### config.mk
export PLATFORM = sky130hd
export DESIGN_NAME = sd_dat_writer
export DESIGN_NICKNAME = d
export VERILOG_FILES = /design/src/rtl/sd_dat_writer_pkg.sv /design/src/rtl/sd_dat_writer_crc16_lane.sv /design/src/rtl/sd_dat_writer.sv
export SDC_FILE = /design/constraint.sdc
export NUM_CORES = 1
export LEC_CHECK = 0
export BUFFER_PORTS_ARGS = -buffer_cell sky130_fd_sc_hd__buf_2
export CAP_MARGIN = 20
export CORE_ASPECT_RATIO = 0.75
export CORE_MARGIN = 4
export CORE_UTILIZATION = 52
export CTS_BUF_LIST = sky130_fd_sc_hd__clkbuf_8
export DETAILED_ROUTE_END_ITERATION = 7
export GPL_TIMING_DRIVEN = 0
export PLACE_DENSITY = 0.7
export SLEW_MARGIN = 20
export SYNTH_ARGS = -nofsm -noshare
export SYNTH_HDL_FRONTEND = slang
export SYNTH_HIERARCHICAL = 1
export SYNTH_SLANG_ARGS = --single-unit
export TNS_END_PERCENT = 50
### constraint.sdc
create_clock -name clk -period 6.63 [get_ports clk]
set_clock_uncertainty 0.05 [all_clocks]
set_input_delay 1.326 -clock clk [delete_from_list [all_inputs] [get_ports clk]]
set_output_delay 1.326 -clock clk [all_outputs]
set_load 0.03 [all_outputs]
### src/rtl/sd_dat_writer_pkg.sv
// Shared types and constants for the SD DAT-bus block writer.
package sd_dat_writer_pkg;

  typedef enum logic [3:0] {
    ST_IDLE,
    ST_START,
    ST_DATA,
    ST_CRC,
    ST_END,
    ST_TURN,
    ST_STATUS_WAIT,
    ST_STATUS,
    ST_BUSY
  } state_t;

  // CRC status tokens returned by the card on DAT0
  localparam logic [2:0] STATUS_ACCEPTED  = 3'b010;
  localparam logic [2:0] STATUS_CRC_ERR   = 3'b101;
  localparam logic [2:0] STATUS_WRITE_ERR = 3'b110;

  // x^16 + x^12 + x^5 + 1, leading term implied
  localparam logic [15:0] CRC16_POLY = 16'h1021;

endpackage

### src/rtl/sd_dat_writer_crc16_lane.sv
// Serial CRC16 for one DAT lane: accumulates data bits, then shifts the
// remainder out MSB first on dout.
module sd_crc16_lane
  import sd_dat_writer_pkg::*;
(
  input  logic clk,
  input  logic rst,
  input  logic clear,
  input  logic en,
  input  logic shift,
  input  logic din,
  output logic dout
);

  logic [15:0] crc;
  logic        fb;

  assign fb   = din ^ crc[15];
  assign dout = crc[15];

  // accumulate while data is driven, shift out the remainder afterwards
  always_ff @(posedge clk or posedge rst) begin
    if (rst)        crc <= '0;
    else if (clear) crc <= '0;
    else if (en)    crc <= {crc[14:0], 1'b0} ^ (fb ? CRC16_POLY : 16'h0000);
    else if (shift) crc <= {crc[14:0], 1'b0};
  end

endmodule

### src/rtl/sd_dat_writer.sv
// 4-bit SD DAT single-block writer: start bit, payload, per-lane CRC16,
// end bit, CRC status token capture and busy wait.
// Optional feature macro: SD_DAT_WRITER_STATUS_TIMEOUT_EN (status start-bit timeout).
//
// state          | meaning
// ST_IDLE        | bus released, waiting for start
// ST_START       | driving start bit once the first word is available
// ST_DATA        | one payload nibble per SD clock, stalls on underrun
// ST_CRC         | 16 cycles of per-lane CRC16, MSB first
// ST_END         | end bit (all lanes high), still driven
// ST_TURN        | 2 cycles bus turnaround, released
// ST_STATUS_WAIT | waiting for the card's status start bit on DAT0
// ST_STATUS      | 3 token bits then the ignored end bit
// ST_BUSY        | waiting for DAT0 to go high (card programming)
module sd_dat_writer
  import sd_dat_writer_pkg::*;
#(
  parameter int BLOCK_BYTES = 512
`ifdef SD_DAT_WRITER_STATUS_TIMEOUT_EN
  , parameter int STATUS_TIMEOUT = 64
`endif
) (
  input  logic        clk,
  input  logic        rst,
  input  logic        start,
  input  logic [15:0] wr_data,
  input  logic        wr_valid,
  output logic        wr_ready,
  output logic [3:0]  sd_dat_out,
  output logic        sd_dat_oe,
  input  logic [3:0]  sd_dat_in,
  output logic        sd_clk_en,
  output logic        busy,
  output logic        done,
  output logic [2:0]  status,
  output logic        timeout
);

  localparam int NIB_LAST = BLOCK_BYTES * 2 - 1;
  localparam int NIB_W    = $clog2(BLOCK_BYTES * 2);
`ifdef SD_DAT_WRITER_STATUS_TIMEOUT_EN
  localparam int CNT_W    = ($clog2(STATUS_TIMEOUT) > 4) ? $clog2(STATUS_TIMEOUT) : 4;
`else
  localparam int CNT_W    = 4;
`endif

  state_t             state;
  logic [15:0]        shift_reg;
  logic [NIB_W-1:0]   nib_cnt;
  logic [CNT_W-1:0]   cnt;
  logic               last_nib;
  logic               word_end;
  logic               stall;
  logic [3:0]         crc_bits;
  logic               unused_dat_in;

  assign last_nib      = (nib_cnt == NIB_W'(NIB_LAST));
  assign word_end      = (nib_cnt[1:0] == 2'd3);
  assign sd_clk_en     = ~stall;
  assign unused_dat_in = ^sd_dat_in[3:1];

  // word request and underrun stall decode from state/counter only
  always_comb begin
    wr_ready = 1'b0;
    if (state == ST_START) wr_ready = 1'b1;
    else if (state == ST_DATA && word_end && !last_nib) wr_ready = 1'b1;
    stall = wr_ready && !wr_valid;
  end

  // DAT drive selection; a stalled Start keeps the bus released
  always_comb begin
    sd_dat_oe  = 1'b0;
    sd_dat_out = 4'hF;
    case (state)
      ST_START: begin
        sd_dat_oe  = ~stall;
        sd_dat_out = stall ? 4'hF : 4'h0;
      end
      ST_DATA: begin
        sd_dat_oe  = 1'b1;
        sd_dat_out = shift_reg[15:12];
      end
      ST_CRC: begin
        sd_dat_oe  = 1'b1;
        sd_dat_out = crc_bits;
      end
      ST_END:  sd_dat_oe = 1'b1;
      default: ;
    endcase
  end

  for (genvar i = 0; i < 4; i++) begin : g_lane
    sd_crc16_lane u_crc (
      .clk   (clk),
      .rst   (rst),
      .clear (state == ST_IDLE),
      .en    (state == ST_DATA && !stall),
      .shift (state == ST_CRC),
      .din   (shift_reg[12 + i]),
      .dout  (crc_bits[i])
    );
  end

`ifndef SD_DAT_WRITER_STATUS_TIMEOUT_EN
  assign timeout = 1'b0;
`endif

  // block sequencing FSM with registered status outputs
  always_ff @(posedge clk or posedge rst) begin
    if (rst) begin
      state     <= ST_IDLE;
      shift_reg <= '0;
      nib_cnt   <= '0;
      cnt       <= '0;
      busy      <= 1'b0;
      done      <= 1'b0;
      status    <= 3'b000;
`ifdef SD_DAT_WRITER_STATUS_TIMEOUT_EN
      timeout   <= 1'b0;
`endif
    end else begin
      done <= 1'b0;
      case (state)
        ST_IDLE: begin
          // done still high means this is the completion cycle: ignore start
          if (start && !done) begin
            state  <= ST_START;
            busy   <= 1'b1;
            status <= 3'b000;
`ifdef SD_DAT_WRITER_STATUS_TIMEOUT_EN
            timeout <= 1'b0;
`endif
          end
        end
        ST_START: begin
          if (wr_valid) begin
            shift_reg <= wr_data;
            nib_cnt   <= '0;
            state     <= ST_DATA;
          end
        end
        ST_DATA: begin
          if (!stall) begin
            if (last_nib) begin
              state <= ST_CRC;
              cnt   <= CNT_W'(15);
            end else begin
              nib_cnt   <= nib_cnt + 1'b1;
              shift_reg <= word_end ? wr_data : {shift_reg[11:0], 4'h0};
            end
          end
        end
        ST_CRC: begin
          if (cnt == '0) state <= ST_END;
          else           cnt   <= cnt - 1'b1;
        end
        ST_END: begin
          state <= ST_TURN;
          cnt   <= CNT_W'(1);
        end
        ST_TURN: begin
          if (cnt == '0) begin
            state <= ST_STATUS_WAIT;
`ifdef SD_DAT_WRITER_STATUS_TIMEOUT_EN
            cnt   <= CNT_W'(STATUS_TIMEOUT - 1);
`endif
          end else begin
            cnt <= cnt - 1'b1;
          end
        end
        ST_STATUS_WAIT: begin
          if (!sd_dat_in[0]) begin
            state <= ST_STATUS;
            cnt   <= CNT_W'(3);
          end
`ifdef SD_DAT_WRITER_STATUS_TIMEOUT_EN
          else if (cnt == '0) begin
            state   <= ST_IDLE;
            busy    <= 1'b0;
            done    <= 1'b1;
            timeout <= 1'b1;
            status  <= 3'b000;
          end else begin
            cnt <= cnt - 1'b1;
          end
`endif
        end
        ST_STATUS: begin
          // counts 3..1 carry token bits, 0 is the end bit
          if (cnt != '0) status <= {status[1:0], sd_dat_in[0]};
          if (cnt == '0) state  <= ST_BUSY;
          else           cnt    <= cnt - 1'b1;
        end
        ST_BUSY: begin
          if (sd_dat_in[0]) begin
            state <= ST_IDLE;
            busy  <= 1'b0;
            done  <= 1'b1;
          end
        end
        default: state <= ST_IDLE;
      endcase
    end
  end

endmodule

After elaboration in Yosys (flattened, before gate mapping)
Cells that the tools add are included.
{"block": "classes", "addsub": 2, "eq_ne": 22, "mux": 53, "bitwise": 9, "n_reduce_logical": 24}
{"op": "16-bit 2-to-1 mux", "count": 16}
{"op": "16-bit XOR", "count": 4}
{"op": "4-bit 2-to-1 mux", "count": 14}
{"op": "13-bit 2-to-1 mux", "count": 4}
{"op": "4-bit case mux with 9 select lines", "count": 1}
{"op": "16-bit case mux with 2 select lines", "count": 1}
{"op": "10-bit 2-to-1 mux", "count": 3}
{"op": "2-bit inequality test, second input constant", "count": 12}
{"op": "10-bit case mux with 2 select lines", "count": 1}
{"op": "4-bit by 3-bit == test with 1-bit output, second input constant", "count": 4}
{"op": "4-bit case mux with 4 select lines", "count": 1}
{"op": "4-bit case mux with 3 select lines", "count": 1}
{"op": "10-bit by 1-bit adder with 10-bit output, second input constant", "count": 1}
{"op": "10-bit == test, second input constant", "count": 1}
{"op": "9-bit AND reduction", "count": 1}
{"op": "4-bit by 2-bit == test with 1-bit output, second input constant", "count": 2}
{"op": "4-bit zero test", "count": 2}
{"op": "4-bit nonzero test", "count": 2}
{"op": "1-bit 2-to-1 mux", "count": 6}
{"op": "3-bit 2-to-1 mux", "count": 2}
{"op": "3-bit case mux with 2 select lines", "count": 1}
{"op": "3-bit AND reduction", "count": 2}
{"op": "2-bit nonzero test", "count": 3}
{"op": "3-bit OR reduction", "count": 2}
{"op": "12 further kinds", "count": 23}
{"block": "word_totals", "regBits": 103, "in_bits": 24, "wordCells": 121}

Depth between registers and ports, before layout
{"block": "logic_depth", "depth_word": 10, "depth_mapped": 11}

Cells and area by module
The synthesis kept the hierarchy.
{"module": "sd_crc16_lane", "n_inst": 4, "cells_each": 76, "area_per_inst_um2": 749.5}
{"module": "sd_dat_writer", "n_inst": 1, "cells_each": 254, "area_per_inst_um2": 2139.6}

Worst setup path after synthesis
OpenSTA, ideal clock, no wires.
{"block": "synth_timing", "path_type": "reg-to-output", "start": "reg state[3]", "end": "out sd_dat_out[0]", "t_arrival_ns": 2.325, "required_time_ns": 5.254, "setup_slack_ns": 2.929, "path_stages_with_launch": 6, "cell_sequence": "dfrtp_1 > and2b_1 > nand2_1 > nor2_1 > a22oi_1 > nand2_1"}
{"block": "synth_via", "elab_chain_cells": 8}
{"element": "start, declared", "line": "sd_dat_writer.sv:47", "text": "state_t state;"}
{"element": "start signal, assigned", "line": "sd_dat_writer.sv:111", "text": "state <= ST_IDLE;"}
{"element": "start signal, assigned", "line": "sd_dat_writer.sv:127", "text": "state <= ST_START;"}
{"element": "start signal, assigned", "line": "sd_dat_writer.sv:139", "text": "state <= ST_DATA;"}
{"element": "4-bit by 2-bit == test with 1-bit output", "line": "sd_dat_writer.sv:66, sd_dat_writer.sv:74"}
{"element": "1-bit logical AND (2 in series)", "line": "sd_dat_writer.sv:66", "text": "else if (state == ST_DATA && word_end && !last_nib) wr_ready = 1'b1;"}
{"element": "1-bit 2-to-1 mux", "line": "sd_dat_writer.sv:66"}
{"element": "1-bit 2-to-1 mux", "line": "sd_dat_writer.sv:65", "text": "if (state == ST_START) wr_ready = 1'b1;"}
{"element": "1-bit logical AND", "line": "sd_dat_writer.sv:67", "text": "stall = wr_ready && !wr_valid;"}
{"element": "4-bit 2-to-1 mux", "line": "sd_dat_writer.sv:77", "text": "sd_dat_out = stall ? 4'hF : 4'h0;"}
{"element": "4-bit case mux with 3 select lines (*)", "line": "sd_dat_writer.sv:74", "text": "case (state)"}
{"element": "end, declared", "line": "sd_dat_writer.sv:29", "text": "output logic [3:0] sd_dat_out,"}
Mark *: on every way between the ends. The rest lies on a longest branch, timed or not.

Final worst setup path
{"block": "layout_timing", "start": "in wr_valid", "end": "out sd_dat_out[1]"}
{"block": "layout_via", "elab_chain_cells": 4}
{"element": "start, declared", "line": "sd_dat_writer.sv:27", "text": "input logic wr_valid,"}
{"element": "1-bit zero test", "line": "sd_dat_writer.sv:67"}
{"element": "1-bit logical AND", "line": "sd_dat_writer.sv:67"}
{"element": "4-bit 2-to-1 mux", "line": "sd_dat_writer.sv:77"}
{"element": "4-bit case mux with 3 select lines", "line": "sd_dat_writer.sv:74"}
Every way passes these cells.

==> metrics.md <==
| Metric | Value |
|---|---|
| Pwr per Cell Area | `467 nW/um2` |
| Clock root buffer | `clkbuf_8` |
| Mapped Area | `5140 um2` |
| Total Routing Usage GR | `20.3%` |
| Synth Area in Compound Gates | `between 10% and 20%` |
| Cell Chain, Critical Path | `buf_2 > a21oi_1 > nor3_1 > nand2_1 > buf_2` |
| Die Ht | `around 94 um` |
| H-tree levels | `3` |
| Crit path max fanout | `7` |
| Postcts setup bufs | `0` |
| Finished Layout Cells | `741` |
| Adder-Cell Fraction of Synth Area | `0.731%` |
| Initial Util | `53.2%` |
| Minimum clock period | `3.79 ns` |
| MaxCap Viol Count | `0` |
| Slew Limit Fails | `0` |
| R2R cell count | `10` |
| Avg WL per Cell | `about 14 um` |
| Maximum vdd drop | `0.205 mV` |
| Async SR Flop Fraction | `100%` |
| Synth Instances | `558` |
| DIE AREA | `11600 um2` |
| First-pass GRT wire length | `18800 um` |
| Max clock buf depth | `2` |
| Hold Path Class | `reg2reg` |
| Commonest non-fill, non-tap cell in the layout | `nand2_1` |
| Post-Syn Nets | `about 590` |
| Metal2 WL | `4690 um` |
| Dpl cells | `about 730` |
| Crit path capture | `sd_dat_out[1]` |
| Fraction of layout cells with a size suffix above 1 | `14.6%` |
| Number of port buffers | `32` |
| WL final | `roughly 11000 um` |
| Routability cong. | `0.836` |
| CTS tree | `done` |
| Final Cycle Share | `57.2%` |
| Main combinational cell family by area after synthesis | `simple AND/OR/NAND/NOR gates` |
| Slowest cell on the critical path | `nor3_1` |
| Area Growth Syn to Fin | `10.8%` |
| CTS clk-pin slew, worst paths | `0.10 ns` |
| Synth cell types | `53` |
| Routed met1 length | `between 5000 and 6000 um` |
| Clock Latency Late Sink | `0.37 ns` |
| Fillers | `887` |
| Post-DP HPWL | `7590 um` |
| Vias in the first global route | `3882` |
| CP endpoint kind | `output port` |
| Reg2Reg Setup Slack | `3.73 ns` |
| Reg-to-Reg Start | `state[3]` |
| DR vias | `roughly 4000` |
| Outcome | `complete, no violations` |
| Post-synth EDFFs | `0` |
| Yosys reg bits | `103` |
| DRC errors left | `0` |
| Highest cell delay on the worst timing path | `~0.47 ns` |
| Hold_sp | `shift_reg[3]` |
| Pleak | `around 0.0025 uW` |
| Slew margin rel. | `between 40 and 50%` |
| Final setup fails | `0` |
| WL met3 | `390 um` |
| I/O pin count | `37` |
| CP Class | `in2out` |
| CTS Sinks | `103` |
| Register area share after synthesis | `between 50% and 60%` |
| Ant diodes | `0` |
| Tot Pwr | `2650 uW` |
| Vias/cell | `5.38` |
| CP most frequent cell | `buf_2` |
| Commonest non-fill, non-tap cells in the layout | `nand2_1, dfrtp_1, o21ai_0` |
| Fin. Hold Viols | `0` |
| WP data arrival | `2.42 ns` |
| Post-route setup TNS | `0 ns` |
| Initial antenna violation count | `0` |
| Die outline width | `123 um` |
| Worst R2R End | `g_lane[2].u_crc/crc[2]` |
| DR pass1 iterations | `5` |
| Main flop type after synthesis | `dfrtp_1` |
| Footprint of the multi-input gates | `approximately 2300 um2` |
| # hold bufs at CTS | `0` |
| Total CTS buffers | `9` |
| GRT overflow | `0` |
| Fin nets | `631` |
| Crit path from | `wr_valid` |
| Row cnt | `31` |
| Post-Synth XOR/XNOR Area | `2.80%` |
| Startpoint types | `input pin` |
| Routed Antenna Nets | `0` |
| Post-synthesis simple-gate area fraction | `26.6%` |
| Largest register FFs | `64` |
| Highest metal used | `met4` |
| Worst Tran Pin Value | `0.790 ns` |
| Register Area | `2580 um2` |
| Avg Cell Area, Syn | `9.21 um2` |
| Post-synthesis mux area share | `0.609%` |
| Drt initial violations | `241` |
| Worst Path Required | `5.25 ns` |
| Core area | `just under 10000 um2` |
| Cts repair resizes | `0` |
| YS warnings | `6` |
| Max Fclk | `264 MHz` |
| Largest net degree at the start of global routing | `30` |
| RSZ-0062 raised after global routing | `no` |
## final cells by class
type                            instances  area share (%)
Tap cell                              132            2.90
Clock inverter                          6           0.682
Timing Repair Buffer                   35            3.56
Buffer                                 33            3.25
Sequential cell                       103            45.3
Clock buffer                           10            2.42
Inverter                               17            1.12
Multi-Input combinational cell        405            40.8
## per-layer routing
| layer | GRT usage, % | vias to the layer above |
|---|---|---|
| met5 | 0 | - |
| li1 | - | 1984 |
| met2 | 29.8 | 58 |
| met4 | 5.13 | 0 |
| met1 | 30.4 | 1935 |
| met3 | 4.64 | 8 |
## worst min-delay path by stage
| stage | endpoint | depth (start not counted) |
|---|---|---|
| detailed placement | shift_reg[3] | 2 |
| global placement | shift_reg[2] | 2 |
| floorplan | shift_reg[0] | 2 |
| global route | g_lane[3].u_crc/crc[14] | 2 |
| CTS | shift_reg[3] | 2 |
| finish | shift_reg[3] | 2 |
## worst max-delay path: cells and delay by family
family	cells	cell delay (ns)
simple gates	2	0.62
buf+inv	2	0.37
compound gates	1	0.10
## metrics by stage
| stage | setup WS, ns | hold WS [ns] | util (%) | cell area [um2] |
|---|---|---|---|---|
| 2_1_floorplan | 2.93 | 0.389 | - | 5140 |
| 3_3_place_gp | 2.37 | 0.408 | 56.6 | 5460 |
| 3_5_place_dp | 2.84 | 0.408 | 57.1 | 5510 |
| 4_1_cts | 2.83 | 0.433 | 58.9 | 5690 |
| 5_1_grt | 2.67 | 0.461 | 58.9 | 5690 |
| 6_report | 2.84 | 0.431 | 58.9 | 5690 |
## synth_stat cells, types with 7 or more instances
| library cell | number | area, um2 |
|---|---|---|
| xnor2_1 | 8 | 70.1 |
| inv_1 | 17 | 63.8 |
| a21oi_1 | 8 | 40.0 |
| buf_4 | 10 | 75.1 |
| clkbuf_1 | 7 | 26.3 |
| o21ai_0 | 71 | 355 |
| nor2b_1 | 7 | 43.8 |
| nand2_1 | 111 | 417 |
| nand2b_1 | 55 | 344 |
| buf_2 | 9 | 45.0 |
| nor2_1 | 31 | 116 |
| dfrtp_1 | 103 | 2580 |
| a31oi_1 | 16 | 100 |
| a211oi_1 | 10 | 75.1 |
| nand3_1 | 13 | 65.1 |
## logic make-up after synthesis
| kind of cell | Yosys count |
|---|---|
| AOI/OAI and AO/OA | 125 |
| xor gates and xnor gates | 13 |
| adders and majority gates | 3 |
| buffers and inverters | 50 |
| DFF | 103 |
| muxes | 3 |
| other | 1 |
| and+or+nand+nor | 260 |
## power breakdown
| group | internal (uW) | total, uW | switching, uW | leakage, uW |
|---|---|---|---|---|
| sequential | 818 | 949 | 132 | 0.00135 |
| combinational | 507 | 1340 | 834 | 0.00103 |
| clock | 145 | 364 | 219 | 0.0000871 |
Power figures use the tool's default switching activity.
